==> src/rtl/mouse_tracker.sv <==
// -----------------------------------------------------------------------------
// mouse_tracker
//
// Assembles 3-byte PS/2 mouse packets (status, dx, dy) and keeps a cursor
// position clamped to [0, X_MAX] x [0, Y_MAX], the last status byte and an
// 8-bit packet counter. A small combinational read port lets the display
// stage fetch any of the four registers.
//
// Ports
//   clk       in   1  system clock, rising edge
//   rst       in   1  asynchronous, active-high reset
//   rx_data   in   8  byte from the PS/2 receiver
//   rx_valid  in   1  strobe, rx_data valid this cycle (one byte per high cycle)
//   addr      in   2  read select: 0 status, 1 X, 2 Y, 3 packet count
//   data      out  8  selected register (combinational from addr)
//   pkt_done  out  1  one-cycle pulse in the cycle after a packet commits
// -----------------------------------------------------------------------------
module mouse_tracker #(
    parameter int          X_MAX   = 159,
    parameter int          Y_MAX   = 119,
    parameter int          X_INIT  = 80,
    parameter int          Y_INIT  = 60,
    parameter logic [19:0] TIMEOUT = 20'd500000
) (
    input  logic       clk,
    input  logic       rst,
    input  logic [7:0] rx_data,
    input  logic       rx_valid,
    input  logic [1:0] addr,
    output logic [7:0] data,
    output logic       pkt_done
);

    typedef enum logic [1:0] {
        ST_B0 = 2'd0,
        ST_B1 = 2'd1,
        ST_B2 = 2'd2
    } state_t;

    localparam logic signed [10:0] X_MAX_S  = 11'(X_MAX);
    localparam logic signed [10:0] Y_MAX_S  = 11'(Y_MAX);
    localparam logic [7:0]         X_INIT_B = 8'(X_INIT);
    localparam logic [7:0]         Y_INIT_B = 8'(Y_INIT);

    // Saturate a signed 11-bit coordinate into [0, vmax]; vmax <= 255 so the
    // result always fits in 8 bits.
    function automatic logic [7:0] clamp_axis(input logic signed [10:0] v,
                                              input logic signed [10:0] vmax);
        logic [7:0] res;
        if (v < 11'sd0) begin
            res = 8'd0;
        end else if (v > vmax) begin
            res = vmax[7:0];
        end else begin
            res = v[7:0];
        end
        return res;
    endfunction

    state_t      r_state;
    logic [19:0] r_cnt;
    logic [7:0]  r_byte0;
    logic [7:0]  r_dx;
    logic [7:0]  r_status;
    logic [7:0]  r_x;
    logic [7:0]  r_y;
    logic [7:0]  r_count;
    logic        r_pkt_done;

    state_t      w_state_nxt;
    logic [19:0] w_cnt_nxt;
    logic [19:0] w_cnt_inc;
    logic [7:0]  w_byte0_nxt;
    logic [7:0]  w_dx_nxt;
    logic [7:0]  w_status_nxt;
    logic [7:0]  w_x_nxt;
    logic [7:0]  w_y_nxt;
    logic [7:0]  w_count_nxt;
    logic        w_pkt_done_nxt;

    logic signed [10:0] w_x_ext;
    logic signed [10:0] w_y_ext;
    logic signed [10:0] w_dx_ext;
    logic signed [10:0] w_dy_ext;
    logic signed [10:0] w_x_sum;
    logic signed [10:0] w_y_diff;
    logic [7:0]         w_x_upd;
    logic [7:0]         w_y_upd;

    // Movement arithmetic for the commit cycle: dx comes from the latched
    // byte, dy is the byte arriving now, signs come from the latched status.
    always_comb begin
        w_x_ext   = $signed({3'b000, r_x});
        w_y_ext   = $signed({3'b000, r_y});
        w_dx_ext  = $signed({{3{r_byte0[4]}}, r_dx});
        w_dy_ext  = $signed({{3{r_byte0[5]}}, rx_data});
        w_x_sum   = w_x_ext + w_dx_ext;
        // Screen Y grows downward while mouse dy is positive upward.
        w_y_diff  = w_y_ext - w_dy_ext;
        w_cnt_inc = r_cnt + 20'd1;
        if (r_byte0[6]) begin
            w_x_upd = r_x;
        end else begin
            w_x_upd = clamp_axis(w_x_sum, X_MAX_S);
        end
        if (r_byte0[7]) begin
            w_y_upd = r_y;
        end else begin
            w_y_upd = clamp_axis(w_y_diff, Y_MAX_S);
        end
    end

    // Next-state logic: packet assembly, inter-byte timeout and commit.
    always_comb begin
        w_state_nxt    = r_state;
        w_cnt_nxt      = r_cnt;
        w_byte0_nxt    = r_byte0;
        w_dx_nxt       = r_dx;
        w_status_nxt   = r_status;
        w_x_nxt        = r_x;
        w_y_nxt        = r_y;
        w_count_nxt    = r_count;
        w_pkt_done_nxt = 1'b0;
        case (r_state)
            ST_B0: begin
                w_cnt_nxt = 20'd0;
                // Only a byte with bit 3 set can start a packet; anything
                // else is dropped so the stream resynchronises.
                if (rx_valid && rx_data[3]) begin
                    w_byte0_nxt = rx_data;
                    w_state_nxt = ST_B1;
                end else begin
                    w_state_nxt = ST_B0;
                end
            end
            ST_B1: begin
                // A byte arriving on the would-be timeout cycle wins.
                if (rx_valid) begin
                    w_dx_nxt    = rx_data;
                    w_cnt_nxt   = 20'd0;
                    w_state_nxt = ST_B2;
                end else if (w_cnt_inc == TIMEOUT) begin
                    w_cnt_nxt   = 20'd0;
                    w_state_nxt = ST_B0;
                end else begin
                    w_cnt_nxt   = w_cnt_inc;
                end
            end
            ST_B2: begin
                if (rx_valid) begin
                    // All visible registers change together on this edge.
                    w_status_nxt   = r_byte0;
                    w_x_nxt        = w_x_upd;
                    w_y_nxt        = w_y_upd;
                    w_count_nxt    = r_count + 8'd1;
                    w_pkt_done_nxt = 1'b1;
                    w_cnt_nxt      = 20'd0;
                    w_state_nxt    = ST_B0;
                end else if (w_cnt_inc == TIMEOUT) begin
                    w_cnt_nxt   = 20'd0;
                    w_state_nxt = ST_B0;
                end else begin
                    w_cnt_nxt   = w_cnt_inc;
                end
            end
            default: begin
                w_cnt_nxt   = 20'd0;
                w_state_nxt = ST_B0;
            end
        endcase
    end

    // State and register file, asynchronously reset.
    always_ff @(posedge clk or posedge rst) begin
        if (rst) begin
            r_state    <= ST_B0;
            r_cnt      <= 20'd0;
            r_byte0    <= 8'h00;
            r_dx       <= 8'h00;
            r_status   <= 8'h00;
            r_x        <= X_INIT_B;
            r_y        <= Y_INIT_B;
            r_count    <= 8'd0;
            r_pkt_done <= 1'b0;
        end else begin
            r_state    <= w_state_nxt;
            r_cnt      <= w_cnt_nxt;
            r_byte0    <= w_byte0_nxt;
            r_dx       <= w_dx_nxt;
            r_status   <= w_status_nxt;
            r_x        <= w_x_nxt;
            r_y        <= w_y_nxt;
            r_count    <= w_count_nxt;
            r_pkt_done <= w_pkt_done_nxt;
        end
    end

    // Zero-latency read port for the display stage.
    always_comb begin
        data = 8'h00;
        case (addr)
            2'd0:    data = r_status;
            2'd1:    data = r_x;
            2'd2:    data = r_y;
            2'd3:    data = r_count;
            default: data = 8'h00;
        endcase
    end

    assign pkt_done = r_pkt_done;

endmodule

==> config.mk <==
export PLATFORM = sky130hd
export DESIGN_NAME = mouse_tracker
export DESIGN_NICKNAME = d
export VERILOG_FILES = /design/src/rtl/mouse_tracker.sv
export SDC_FILE = /design/constraint.sdc
export NUM_CORES = 1
export LEC_CHECK = 0
export CORE_AREA = 4 4 94 96
export DETAILED_ROUTE_END_ITERATION = 8
export DIE_AREA = 0 0 98 100
export PLACE_DENSITY = 0.81
export SETUP_SLACK_MARGIN = 0.1
export SLEW_MARGIN = 40
export SYNTH_ARGS = -nofsm -noshare
export SYNTH_HDL_FRONTEND = slang
export SYNTH_SLANG_ARGS = --single-unit
==> constraint.sdc <==
create_clock -name clk -period 4.42 [get_ports clk]
set_input_delay 0.884 -clock clk [delete_from_list [all_inputs] [get_ports clk]]
set_output_delay 0.884 -clock clk [all_outputs]
set_load 0.03 [all_outputs]
Word-level counts from Yosys, hierarchy flattened

Index checks and enable logic that the tools add are counted.

Bits in registers: 71
Input port bits: 13
Word-level logic and storage cells: 49

$add $sub $neg: 4
Order comparisons: 4
Eq/ne operators: 6
Muxes and demuxes: 15
Bitwise operators: 2
Reduce and logical (&&, ||, !) cells: 9

Operators by type and width:

| kind                    | number |
|---|---|
| $mux W20                | 3 |
| $mux W8                 | 4 |
| $pmux W8 S4             | 1 |
| $add A20 B1 Y20 const B | 1 |
| $eq A20 B19 Y1 const B  | 1 |
| $lt A10 B1 Y1 const B   | 2 |
| $add A9 B9 Y10          | 1 |
| $gt A10 B8 Y1 const B   | 1 |
| $gt A10 B9 Y1 const B   | 1 |
| $sub A9 B9 Y10          | 1 |
| $add A8 B1 Y8 const B   | 1 |
| $eq A2 B2 Y1 const B    | 3 |
| $mux W2                 | 3 |
| $pmux W2 S3             | 1 |
| $reduce_and A2 Y1       | 3 |
| $reduce_and A3 Y1       | 2 |
| $eq A2 B1 Y1 const B    | 2 |
| $logic_not A2 Y1        | 2 |
| $mux W1                 | 3 |
| $not A1 Y1              | 2 |
| $reduce_or A2 Y1        | 1 |
| $logic_and A1 B1 Y1     | 1 |

Depth between registers and ports, before layout

Depth after elaboration: 5
Gate-level depth with buffers: 10
Mapped depth without buffers: 10

Least setup slack after synthesis

Ideal clock, no wire load.

Path kind: input to output
Start point: input addr[0]
End point: output data[0]
Arrival: 1.975 ns
Slack: 1.561 ns
Stages on the path: 2
Buffers on the path: 1
Path through: clkbuf_1 > mux4_2

Longest elaborated chain between the ends: 2
Elaborated cells between the ends (all ways): 5
Those cells by class: 3 x eq/ne; 1 x mux; 1 x reduce/logical

RTL lines:

| what                                 | line | text |
|---|---|---|
| start: declaration                   | 29   | `input logic [1:0] addr,` |
| $eq A2 B2 Y1 (tied with other cells) | 201  | `case (addr)` |
| $pmux W8 S4 *                        | 201  |  |
| end: declaration                     | 30   | `output logic [7:0] data,` |

Every way passes the cells marked *; elsewhere a longest branch is shown, timed or not.

Worst setup path in the final report

Start point: input addr[0]
End point: output data[6]

Same word-level chain as after synthesis.

==> results <==
- Along the worst path, the maximum fanout reaches 8.
- Buffers placed on the I/O ports in this run total 21.
- The TritonCTS clock tree is done.
- The last weighted congestion value of the routability-driven placer is approximately 0.9.
- For this run, design rule violations remaining after detail routing come to 0.
- The post-DP HPWL is between 7 and 8 mm.
- The fraction of synthesized cell area taken by the top area cell type is between 30% and 40%.
- The proportion of total power due to net switching is about two fifths.
- The clock power share is ~18%.
- In this run, distinct cell masters in the synthesized netlist total 65.
- The maximum vdd drop is 0.000314 V.
- The net count of the finished layout is 501.
- The run finished with clean final reports.
- Counting I/O delays and the setup requirement, the final critical path takes 3760 ps.
- The first global-routing pass estimated about 16 mm of wire.
- The total clock buffers created by CTS is 9.
- The total overflow left after global routing is 0.
- After clock tree synthesis, the clock-pin slew on the worst setup and hold paths is ~90 ps.
- For this design, the CTS-stage hold fixing added 0 buffers.
- The final hold violation count is 0.
- The post-layout utilization of the core is 59.3%.
- The share of cells above drive strength 1 is about a tenth.
- The most used flip-flop cell after synthesis is dfrtp_1.
- The detail route stage leaves a number of antenna-violating nets equal to 0.
- The post-synthesis net count is roughly 480.
- The biggest area consumer among synthesized cells is dfrtp_1.
- The count of flip-flops with a built-in enable after synthesis is 0.
- The antenna diode count is 0.
- The die footprint is just under 10000 um2.
- Yosys instantiated no cell more often than nand2_1.
- Summing every instance area after synthesis gives between 4000 and 5000 um2.
- The sequential fraction of the synthesis area is 41.8%.
- Summed over all cells, the static leakage comes to between 2 and 2.5 nW.
- Including well taps, the total number of placed cells is roughly 560.
- The height of the die is around 100 um.
- No sink is reached through more buffers than the 2 on the longest clock path.
- The number of global-route vias before repair was roughly 3.3k.
- 22 I/O pins were placed.
- The final count of negative-setup-slack endpoints is 0.
- The slew at the pin closest to its max-slew limit is 655 ps.
- The number of synthesized register bits is slightly above 70.
- At the worst endpoint, the required time is around 3500 ps.
- The min-delay analysis places its worst path in the category flop to flop.
- The power share of the combinational group is about 43%.
- Max-cap violations in this run came to 0.
- Global routing used approximately a fifth of the available tracks across all layers.
- The per-cell routed wire length is roughly 16 um.
- The design draws between 2 and 3 mW.
- The region available for standard cell placement spans ~8000 um2.
- The count of instances resized after the clock tree is built is 0.
- Excluding fillers, the count of instances in the completed layout stands at around 570.
- By area the synthesized netlist is led by dfrtp_1 (38%), ha_1 (6.4%), nand2_1 (6.1%), xnor2_1 (4.3%), mux4_2 (4.2%).
- The first TritonRoute pass finished after 5 iterations.
- Setup repair after global routing left no endpoint under its margin.
- The worst setup path is launched from an input pin.
- The final-report max-slew violation count is 0.
- The commonest cells after synthesis are nand2_1 (69), dfrtp_1 (65), nor2_1 (36).
- Based on the critical path, the design can be clocked at up to between 0.2 and 0.3 GHz.
- The H-tree was split into 3 levels.
- The total wire length after detailed routing is approximately 9.4 mm.
- Counting every sink on the clock net gives 71.
- The number of instances in the synthesized netlist is ~440.
- Headroom to the max-slew limit came out at between 50% and 60%.
- The clock skew is 13.5 ps.
- After detailed routing, the number of vias per cell comes to 5.88.
- The proportion of synthesized flip-flops having asynchronous set or reset is 100%.
- The internal portion of total power is roughly 1.6 mW.
- The type of the setup path with the least slack is input pin to output port.
- The number of antenna violations at the first check in global routing is 0.
- The net switching component of the power is approximately 1.1 mW.
- The final setup TNS is 0 ps.
- The total power divided by cell area is between 500 and 600 nW/um2.
- The floorplan has 33 rows.
- The master cell of the clock root buffer is clkbuf_8.
- The mean instance size in the synthesized netlist is between 9 and 10 um2.
- The sequential cell fraction of total power is between 30% and 40%.
- The clock latency of the later-clocked register in the worst-skew pair is around 360 ps.
- After the first detailed-routing iteration, the DRC count stood at approximately 190.
- Relative to the synthesized area, the layout overhead comes to 11.7%.
- The largest net degree at the start of global routing is between 40 and 50.
- Of the available clock period, the critical path in the final layout requires a little under nine tenths.
- The number of warnings reported in the yosys synthesis log is 0.
- STA classifies the critical path endpoint as an output port.
- The routed layout has approximately 3.4k vias.
- Measured along the x axis, the die boundary spans between 90 and 100 um.
- The number of setup buffers added after CTS is 0.
- The worst path arrival time is around 2900 ps.
- For this configuration, the core starts out at a cell density of a little over half.
-- power by group through the flow --
stage | sequential (mW) | clock, mW | combinational, mW
2_1_floorplan | 0.980 | 0 | 0.898
3_3_place_gp | 1.05 | 0 | 1.10
3_5_place_dp | 1.06 | 0 | 1.14
4_1_cts | 1.05 | 0.500 | 1.15
5_1_grt | 1.08 | 0.526 | 1.30
6_report | 1.06 | 0.490 | 1.15
-- metrics by stage --
step | cell area, um2 | hold slack (ps) | setup WS (ps)
after floorplan | 4270 | 430 | 1560
after global placement | 4590 | 445 | 672
after detailed placement | 4590 | 455 | 634
after CTS | 4770 | 478 | 629
after global routing | 4770 | 486 | 540
final | 4770 | 477 | 658
-- cell usage in the layout (no fill, tap or decap), types with 3 or more instances in the layout --
master,count
nand2b_1,6
o21a_1,5
a21o_1,5
dfstp_2,6
a211oi_1,5
ha_1,22
a211o_1,4
xor2_1,15
buf_4,3
nand3_1,9
nor3_1,5
a21oi_1,11
clkdlybuf4s50_1,21
mux4_2,8
and2_1,3
or3_1,4
o21ai_0,35
nand2_1,69
nand4_1,7
xnor2_1,21
inv_6,3
a22oi_1,10
clkinvlp_4,3
inv_1,18
and4_1,3
clkbuf_8,9
dfrtp_1,65
nor2_1,36
nor2b_1,4
-- state kept, by name (all words and copies together), names as in the netlist --
signal,flops
r_count,8
r_y,8
r_cnt,20
r_x,8
r_state,2
r_status,8
pkt_done,1
r_byte0,8
r_dx,8
-- worst paths after layout --
check	startpoint	to	slack, ps	depth (start not counted)
hold reg to reg	r_byte0[0]$_DFFE_PP0P_	r_status[0]$_DFFE_PP0P_	480	2
setup / recovery	addr[0]	data[6]	660	3
min in group asynchronous	rst	r_x[3]$_DFFE_PP0P_	940	2
hold / removal	r_byte0[0]$_DFFE_PP0P_	r_status[0]$_DFFE_PP0P_	480	2
max in group asynchronous	rst	r_state[0]$_DFF_PP0_	2870	3
setup reg to reg	r_cnt[0]$_DFF_PP0_	r_cnt[16]$_DFF_PP0_	1340	7
-- final cells by class --
class	count	area (um2)
fill	667	3280
inverter	19	73.8
clock inverter	7	60.1
sequential	71	1780
multi-input combinational	339	2370
clock buffer	9	124
tap	105	131
timing repair buffer	24	233
-- critical path, stage by stage --
cell,delay (ps)
clkdlybuf4s50_1,810
mux4_2,580
clkdlybuf4s50_1,610
-- layer usage --
layer | track usage [%] | part of all wire, %
met1 | 28.4 | 46
met3 | 5.00 | 5.7
met5 | 0 | 0
met4 | 5.43 | 1.5
met2 | 33.2 | 47
-- kinds of logic (layout without fill, tap and decap cells) --
logic type | count (synthesis) | count (layout) | synth area share [%]
buffers and inverters | 32 | 59 | 2.87
AOI/OAI and AO/OA | 101 | 101 | 16.3
adders and majority gates | 25 | 25 | 7.61
xor gates and xnor gates | 36 | 36 | 7.38
muxes | 11 | 11 | 4.98
and+or+nand+nor | 166 | 166 | 19.1
DFF | 71 | 71 | 41.8
(Power assumes the default switching activity.)
